File: src/rtl/mem_port_arbiter_pkg.sv
// rtl/mem_port_arbiter_pkg.sv - shared types for the memory port arbiter
//
// Purpose: types shared by the memory port arbiter and its round-robin picker.
// Contents:
//   rv32i_word   - basic data/address word
//   arb_state_t  - arbiter FSM state {IDLE, GRANT}
//   arb_owner_t  - which initiator port owns the downstream port {INST, DATA}
//   mem_req_t    - latched downstream request (read, write, be, address, wdata)
//   make_req     - builds a mem_req_t; when read and write are both set it
//                  produces a write

package mem_port_arbiter_pkg;

    localparam int MEM_WIDTH    = 32;
    localparam int MEM_BE_WIDTH = MEM_WIDTH / 8;

    typedef logic [MEM_WIDTH-1:0]    rv32i_word;
    typedef logic [MEM_BE_WIDTH-1:0] rv32i_be;

    typedef enum logic {
        IDLE  = 1'b0,
        GRANT = 1'b1
    } arb_state_t;

    typedef enum logic {
        INST = 1'b0,
        DATA = 1'b1
    } arb_owner_t;

    typedef struct packed {
        logic      read;
        logic      write;
        rv32i_be   be;
        rv32i_word address;
        rv32i_word wdata;
    } mem_req_t;

    function automatic mem_req_t make_req(
        input logic      read,
        input logic      write,
        input rv32i_be   be,
        input rv32i_word address,
        input rv32i_word wdata
    );
        mem_req_t r;
        r.write   = write;
        r.read    = read & ~write;
        r.be      = be;
        r.address = address;
        r.wdata   = wdata;
        return r;
    endfunction

endpackage

File: src/rtl/mem_port_arbiter_rr_arbiter2.sv
// rtl/mem_port_arbiter_rr_arbiter2.sv - two-way round-robin picker
//
// Purpose: chooses one of two requesters. A lone requester always wins; when
// both request, the one that did not win last time is chosen.
// Ports:
//   req[0]  in   INST port requesting
//   req[1]  in   DATA port requesting
//   last    in   owner of the previous grant
//   grant   out  chosen owner (meaningful only when req != 0)

module rr_arbiter2
    import mem_port_arbiter_pkg::*;
(
    input  logic [1:0] req,
    input  arb_owner_t last,
    output arb_owner_t grant
);

    always_comb begin
        grant = INST;
        if (req == 2'b11) begin
            grant = (last == INST) ? DATA : INST;
        end else if (req[1]) begin
            grant = DATA;
        end
    end

endmodule

File: src/rtl/mem_port_arbiter.sv
// rtl/mem_port_arbiter.sv - serialises fetch and LSQ memory ports onto one port
//
// Purpose: responder for the instruction-fetch (i_mem_*) and load/store queue
// (lsq_mem_*) memory ports; forwards one request at a time to the downstream
// memory/cache port (mem_*) with round-robin arbitration.
// Ports:
//   clk, rst                      clock, synchronous active-high reset
//   i_mem_read/write/byte_enable/address/wdata    fetch request (held until resp)
//   i_mem_resp, i_mem_rdata       fetch completion pulse and read data
//   lsq_mem_read/write/byte_enable/address/wdata  LSQ request (held until resp)
//   lsq_mem_resp, lsq_mem_rdata   LSQ completion pulse and read data
//   mem_read/write/byte_enable/address/wdata      downstream request
//   mem_resp, mem_rdata           downstream completion pulse and read data
// The width parameter must match MEM_WIDTH in the package, since the latched
// request uses the package struct.

module mem_port_arbiter
    import mem_port_arbiter_pkg::*;
#(
    parameter int width = MEM_WIDTH
) (
    input  logic               clk,
    input  logic               rst,

    input  logic               i_mem_read,
    input  logic               i_mem_write,
    input  logic [width/8-1:0] i_mem_byte_enable,
    input  logic [width-1:0]   i_mem_address,
    input  logic [width-1:0]   i_mem_wdata,
    output logic               i_mem_resp,
    output logic [width-1:0]   i_mem_rdata,

    input  logic               lsq_mem_read,
    input  logic               lsq_mem_write,
    input  logic [width/8-1:0] lsq_mem_byte_enable,
    input  logic [width-1:0]   lsq_mem_address,
    input  logic [width-1:0]   lsq_mem_wdata,
    output logic               lsq_mem_resp,
    output logic [width-1:0]   lsq_mem_rdata,

    output logic               mem_read,
    output logic               mem_write,
    output logic [width/8-1:0] mem_byte_enable,
    output logic [width-1:0]   mem_address,
    output logic [width-1:0]   mem_wdata,
    input  logic               mem_resp,
    input  logic [width-1:0]   mem_rdata
);

    arb_state_t state_q, state_d;
    arb_owner_t owner_q;
    arb_owner_t last_grant_q;
    arb_owner_t winner;
    mem_req_t   req_q;
    mem_req_t   winner_req;
    logic [1:0] port_req;
    logic       load_req;
    logic       done_req;
    logic       resp_fire;

    assign port_req = {lsq_mem_read | lsq_mem_write, i_mem_read | i_mem_write};

    rr_arbiter2 u_rr_arbiter2 (
        .req   (port_req),
        .last  (last_grant_q),
        .grant (winner)
    );

    always_comb begin
        winner_req = make_req(i_mem_read, i_mem_write, i_mem_byte_enable,
                              i_mem_address, i_mem_wdata);
        if (winner == DATA) begin
            winner_req = make_req(lsq_mem_read, lsq_mem_write, lsq_mem_byte_enable,
                                  lsq_mem_address, lsq_mem_wdata);
        end
    end

    // Requester lines are only looked at in IDLE; in GRANT the latched copy
    // alone drives the downstream port.
    always_comb begin
        state_d  = state_q;
        load_req = 1'b0;
        done_req = 1'b0;
        unique case (state_q)
            IDLE: begin
                if (port_req != 2'b00) begin
                    load_req = 1'b1;
                    state_d  = GRANT;
                end
            end
            GRANT: begin
                if (mem_resp) begin
                    done_req = 1'b1;
                    state_d  = IDLE;
                end
            end
            default: state_d = IDLE;
        endcase
    end

    // req_q is cleared on completion so every mem_* output reads 0 in IDLE.
    always_ff @(posedge clk) begin
        if (rst) begin
            state_q      <= IDLE;
            owner_q      <= INST;
            last_grant_q <= INST;
            req_q        <= '0;
        end else begin
            state_q <= state_d;
            if (load_req) begin
                req_q        <= winner_req;
                owner_q      <= winner;
                last_grant_q <= winner;
            end else if (done_req) begin
                req_q <= '0;
            end
        end
    end

    assign mem_read        = req_q.read;
    assign mem_write       = req_q.write;
    assign mem_byte_enable = req_q.be;
    assign mem_address     = req_q.address;
    assign mem_wdata       = req_q.wdata;

    // A completion that coincides with reset is dropped along with the request.
    assign resp_fire     = (state_q == GRANT) & mem_resp & ~rst;
    assign i_mem_resp    = resp_fire & (owner_q == INST);
    assign lsq_mem_resp  = resp_fire & (owner_q == DATA);
    assign i_mem_rdata   = i_mem_resp   ? mem_rdata : '0;
    assign lsq_mem_rdata = lsq_mem_resp ? mem_rdata : '0;

    // Read and write together on one port is illegal; the write is kept.
    a_inst_rw_exclusive: assert property (@(posedge clk) disable iff (rst)
        !(i_mem_read && i_mem_write));
    a_lsq_rw_exclusive: assert property (@(posedge clk) disable iff (rst)
        !(lsq_mem_read && lsq_mem_write));

endmodule
File: config.mk
export PLATFORM = sky130hd
export DESIGN_NAME = mem_port_arbiter
export DESIGN_NICKNAME = d
export VERILOG_FILES = /design/src/rtl/mem_port_arbiter_pkg.sv /design/src/rtl/mem_port_arbiter_rr_arbiter2.sv /design/src/rtl/mem_port_arbiter.sv
export SDC_FILE = /design/constraint.sdc
export NUM_CORES = 1
export LEC_CHECK = 0
export CORE_AREA = 2 2 122 124
export DETAILED_ROUTE_END_ITERATION = 16
export DIE_AREA = 0 0 124 126
export GPL_ROUTABILITY_DRIVEN = 0
export PLACE_DENSITY = 0.62
export SLEW_MARGIN = 0
export SYNTH_ARGS = -nofsm -noshare
export SYNTH_HDL_FRONTEND = slang
export SYNTH_HIERARCHICAL = 1
export SYNTH_SLANG_ARGS = --single-unit
File: constraint.sdc
create_clock -name clk -period 2.3 [get_ports clk]
set_clock_uncertainty 0.05 [all_clocks]
set_input_delay 0.575 -clock clk [delete_from_list [all_inputs] [get_ports clk]]
set_output_delay 0.575 -clock clk [all_outputs]
set_load 0.01 [all_outputs]
== Word-level counts from Yosys, hierarchy flattened ==
Cells that the tools add are included.
Storage, ports and cells
  latch bits: 0
  output and inout bits: 136
  ROM bits: 0
  register bits after elaboration: 72
  logic and storage cells: 37
  memory bits (writable): 0
  memories kept: 0
Operators by class
  bitwise operators: 13
  add/subtract/negate cells: 0
  equality and inequality tests: 1
  multiply operators: 0
  muxes and demuxes: 14
  $lt $le $gt $ge: 0
  shifts and indexed selects: 0
  reductions and logical operators: 2
  div/mod/pow operators: 0
Operators with widths (count)
  two-way mux 70 bit: 3
  two-way mux 32 bit: 2
  two-way mux 1 bit: 8
  AND 1 bit: 6
  NOT 1 bit: 5
  nonzero test 2 bit: 2
  == test 2 bit, second input constant: 1
  OR 1 bit: 2
  case mux 1 bit (2 select lines): 1

== Depth between registers and ports, before layout ==
Gate-level depths: netlist of run 1.
  depth after elaboration: 5
  depth in mapped cells: 7
  gate-level depth less buffers: 5

== Cells and area by module ==
Netlist of run 1, hierarchy kept.
By module, submodules not included
  mem_port_arbiter: cells an instance 328, instances 1, area an instance 3437.0 sq um
  rr_arbiter2: cells an instance 1, instances 1, area an instance 11.3 sq um

== Worst setup path after synthesis of run 1 ==
Ideal clock, no wire load.
  kind: input to output
  from: input rst
  to: output lsq_mem_rdata[22]
  setup slack: 0.044 ns
  stages: 4
  data required time: 1.675 ns
  arrival time: 1.631 ns
  cells stage by stage: clkbuf_1 > nor3b_1 > clkbuf_1 > and2_1
Between the ends
  longest elaborated chain between the ends: 4
Ends and longest elaborated chain
  start: declaration: line mem_port_arbiter.sv:23  | input logic rst,
  NOT 1 bit: line mem_port_arbiter.sv:127  | assign resp_fire = (state_q == GRANT) & mem_resp & ~rst;
  AND 1 bit: line mem_port_arbiter.sv:127
  AND 1 bit: line mem_port_arbiter.sv:129  | assign lsq_mem_resp = resp_fire & (owner_q == DATA);
  named net lsq_mem_resp: line mem_port_arbiter.sv:38  | output logic lsq_mem_resp,
  two-way mux 32 bit: line mem_port_arbiter.sv:131  | assign lsq_mem_rdata = lsq_mem_resp ? mem_rdata : '0;
  end: declaration: line mem_port_arbiter.sv:39  | output logic [width-1:0] lsq_mem_rdata,
The timed path passes the listed nets, and every way through them passes these cells.

== Final worst setup path of run 1 ==
  from: register state_q
  to: output lsq_mem_rdata[7]
Between the ends
  longest elaborated chain between the ends: 4
Ends and longest elaborated chain
  start: declaration: line mem_port_arbiter.sv:50  | arb_state_t state_q, state_d;
  start signal: assignment: line mem_port_arbiter.sv:109  | state_q <= state_d;
  AND 1 bit (2 in series): line mem_port_arbiter.sv:127
  AND 1 bit: line mem_port_arbiter.sv:129
  two-way mux 32 bit: line mem_port_arbiter.sv:131
No other way between the ends.

==> impl_metrics.yaml, run 1 <==
logic_synthesis:
  synth-xor-area-share_pct: 0
  muxShareOfSynthArea_pct: 20.0
  synth.most_common_cell: "dfxtp_1"
  async_flop_share_pct: 0
  netlist_area_sq_um: 3450
  synth_area_leaders: "dfxtp_1, mux2i_1, o2bb2ai_1"
  syn_inst: 329
  yosysTopAreaCellShare_pct: 41.8
  synth_adder_area_share_pct: 0
  synthTopCellsByCount: "dfxtp_1, mux2i_1, o2bb2ai_1, and2_1, clkbuf_1"
  yosysSeqAreaShare_pct: 41.8
  yosys.area_share.simple_pct: 14.4
  ys.flop_type: "dfxtp_1"
  yosysTopAreaCell: "dfxtp_1"
  synth_compound_area_share_pct: 19.3
  synth-edff-count: 0
  synth_cell_types: 26
  synth_top_family_by_area: "multiplexers"
  ys_warn_count: 6
  syn_avg_cell_area_sq_um: 10.5
  synth.ff_latch_count: 72
  syn_nets: 504
cts:
  cts_buffers: 9
  clk-insertion-delay-late_ns: 0.32
  h-tree-depth: 3
  cts-root-buf: "clkbuf_16"
  clockBufferDepth: 2
  path_clk_slew_ns: 0.06
  cts_sinks: 72
  cts_tree: "done"
  ctsHoldBuffers: 0
timing:
  timing.final.crit_share_pct: 95.5
  timing.hold.ws_ns: 0.410
  hold_viol_final: 0
  finalSetupViolations: 0
  rsz0062_at_grt: "no"
  drv_slew: 0
  fmax_mhz: 455
  slew_headroom_pct: 72.9
  fin_tns_setup_ns: 0
  worst_pin_slew_ns: 0.403
  post-route-min-period_ns: 2.20
critical_path:
  critPathLaunchType: "flip-flop"
  cp_slowest_stage_delay_ns: 0.37
  crit_chain: "nand2_4 -> nor3b_4 -> buf_6 -> buf_16 -> and2_1 -> clkdlybuf4s15_2"
  crit_type: "reg2out"
  worstSetupStartpoint: "state_q"
  crit_fanout: 16
  path_delay_family: "buffers and inverters"
  r2r_cells: 5
  cp-end-kind: "output port"
  path_buf_inv: 3
  rr_startpoint: "state_q"
  cp.required_ns: 1.67
  path_depth: 6
  crit_path_top_delay_cell: "dfxtp_1"
  endpoint: "lsq_mem_rdata[7]"
  arrival_ns: 1.57
  rrSetupSlack_ns: 0.66
  r2r-end: "mem_address[30]"
placed_design:
  portBuffers: 310
  placedCellCount: 814
  dp_hpwl_um: 11500
drt:
  wire_per_inst_um: 17.2
  num_vias: 3778
  routed_wl_um: 14400
  antenna_left: 0
  dr.pass1.iters: 5
  drt-initial-drc-count: 71
  drc_errors: 0
  avgViaCountPerCell: 4.50
global_route:
  grt_usage_pct: 18.0
  antenna_found_initial: 5
  grt_pass1_vias: 4002
  grt_start_max_net_pins: 48
  grt_overflow: 0
  grt_pass1_wl_um: 21400
floorplanning:
  die_w_um: 124
  fp.dieH_um: 126
  coreArea_sq_um: 14300
  num_rows: 44
  ioPinCount: 311
  dieArea_sq_um: 15600
  start_util_pct: 24.1
power_and_ir_drop:
  ir_worst_vdd_mv: 0.357
  p_leak_nw: 3.03
  p_per_area_nw_per_um2: 542
hold_path:
  worstHoldPathCells: 1
  hold_path_class: "reg2reg"
finish:
  layout.area.seq_sq_um: 1440
  utilization_pct: 49.5
  nFillCells: 1382
  fin_nets: 821
  multiInputGateArea_sq_um: 1900
  syn2layout_area_growth_pct: 106
  fin_cells: 839
  layout-drive-gt1-share_pct: 18.6
flow_run:
  maxCapViolations: 0
run_status:
  outcome: "completed"
[per-layer routing]
layer  GRT usage, %  routed length (um)  vias to the layer above
met4           4.96                 158                        2
li1               -                   -                     1842
met3           8.11                1760                       10
met5              0                   8                        -
met2           33.0                7240                      201
met1           18.3                5240                     1723
[area by class of cell]
cell class,count,share of cell area [%]
clock buffers,10,3.37
well taps,184,3.25
multi-input cells,225,26.8
repair buffers,337,45.0
diodes,4,0.141
inverters,1,0.0530
flip-flops and latches,72,20.4
clock inverters,6,0.971
[power breakdown]
part | internal [mW] | leakage, nW | total (mW) | switching, mW
sequential | 1.35 | 0.595 | 1.41 | 0.0569
clock | 0.870 | 0.137 | 1.40 | 0.533
combinational | 0.644 | 2.30 | 1.03 | 0.382
total | 2.87 | 3.03 | 3.84 | 0.972
[layout by cell type (no fill, tap or decap), types with 4 or more instances in the layout]
master	instances
clkdlybuf4s50_1	242
dfxtp_1	71
mux2i_1	69
o2bb2ai_1	69
and2_1	63
buf_2	43
clkbuf_2	15
buf_4	14
buf_12	10
clkbuf_16	9
clkdlybuf4s15_2	8
diode_2	4
clkinvlp_4	4
[kinds of logic after synthesis]
group,after synthesis
compound gates,77
buf+inv,32
flops,72
mux,69
simple gates,79
[metrics by stage]
step	worst slack, ns	power (mW)	area (sq um)
4_1_cts	0.00192	3.92	7290
3_5_place_dp	-0.599	2.47	6940
5_1_grt	0.0368	4.02	7080
2_1_floorplan	0.0443	1.79	3450
3_3_place_gp	-0.563	2.46	6940
6_report	0.102	3.84	7090
[worst min path at each step]
| stage | end | slack (ns) | start |
|---|---|---|---|
| floorplan | last_grant_q | 0.44 | last_grant_q |
| global placement | mem_wdata[23] | 0.39 | mem_wdata[23] |
| detailed placement | mem_address[27] | 0.40 | mem_address[27] |
| CTS | mem_byte_enable[2] | 0.41 | mem_byte_enable[2] |
| global route | mem_wdata[6] | 0.42 | mem_wdata[6] |
| finish | mem_address[13] | 0.41 | mem_address[13] |
[registers in the layout (all words and copies together), names as in the netlist]
signal           flops
mem_address         32
mem_wdata           32
mem_byte_enable      4
last_grant_q         1
mem_read             1
mem_write            1
state_q              1
[repair_timing]
action | in CTS | in global routing
setup endpoints to repair | 66 | 45
resized for setup | 215 | 37
gates cloned | 2 | 0
setup buffers | 3 | 0
pin swaps | 3 | 2
Note: power is estimated with default switching activity, not from simulation.
==> run 2: changes to the inputs <==
Settings changed: CAP_MARGIN set to 20.
==> results of run 2 <==
No change in the layout: final DEF, timing and power equal those of run 1.
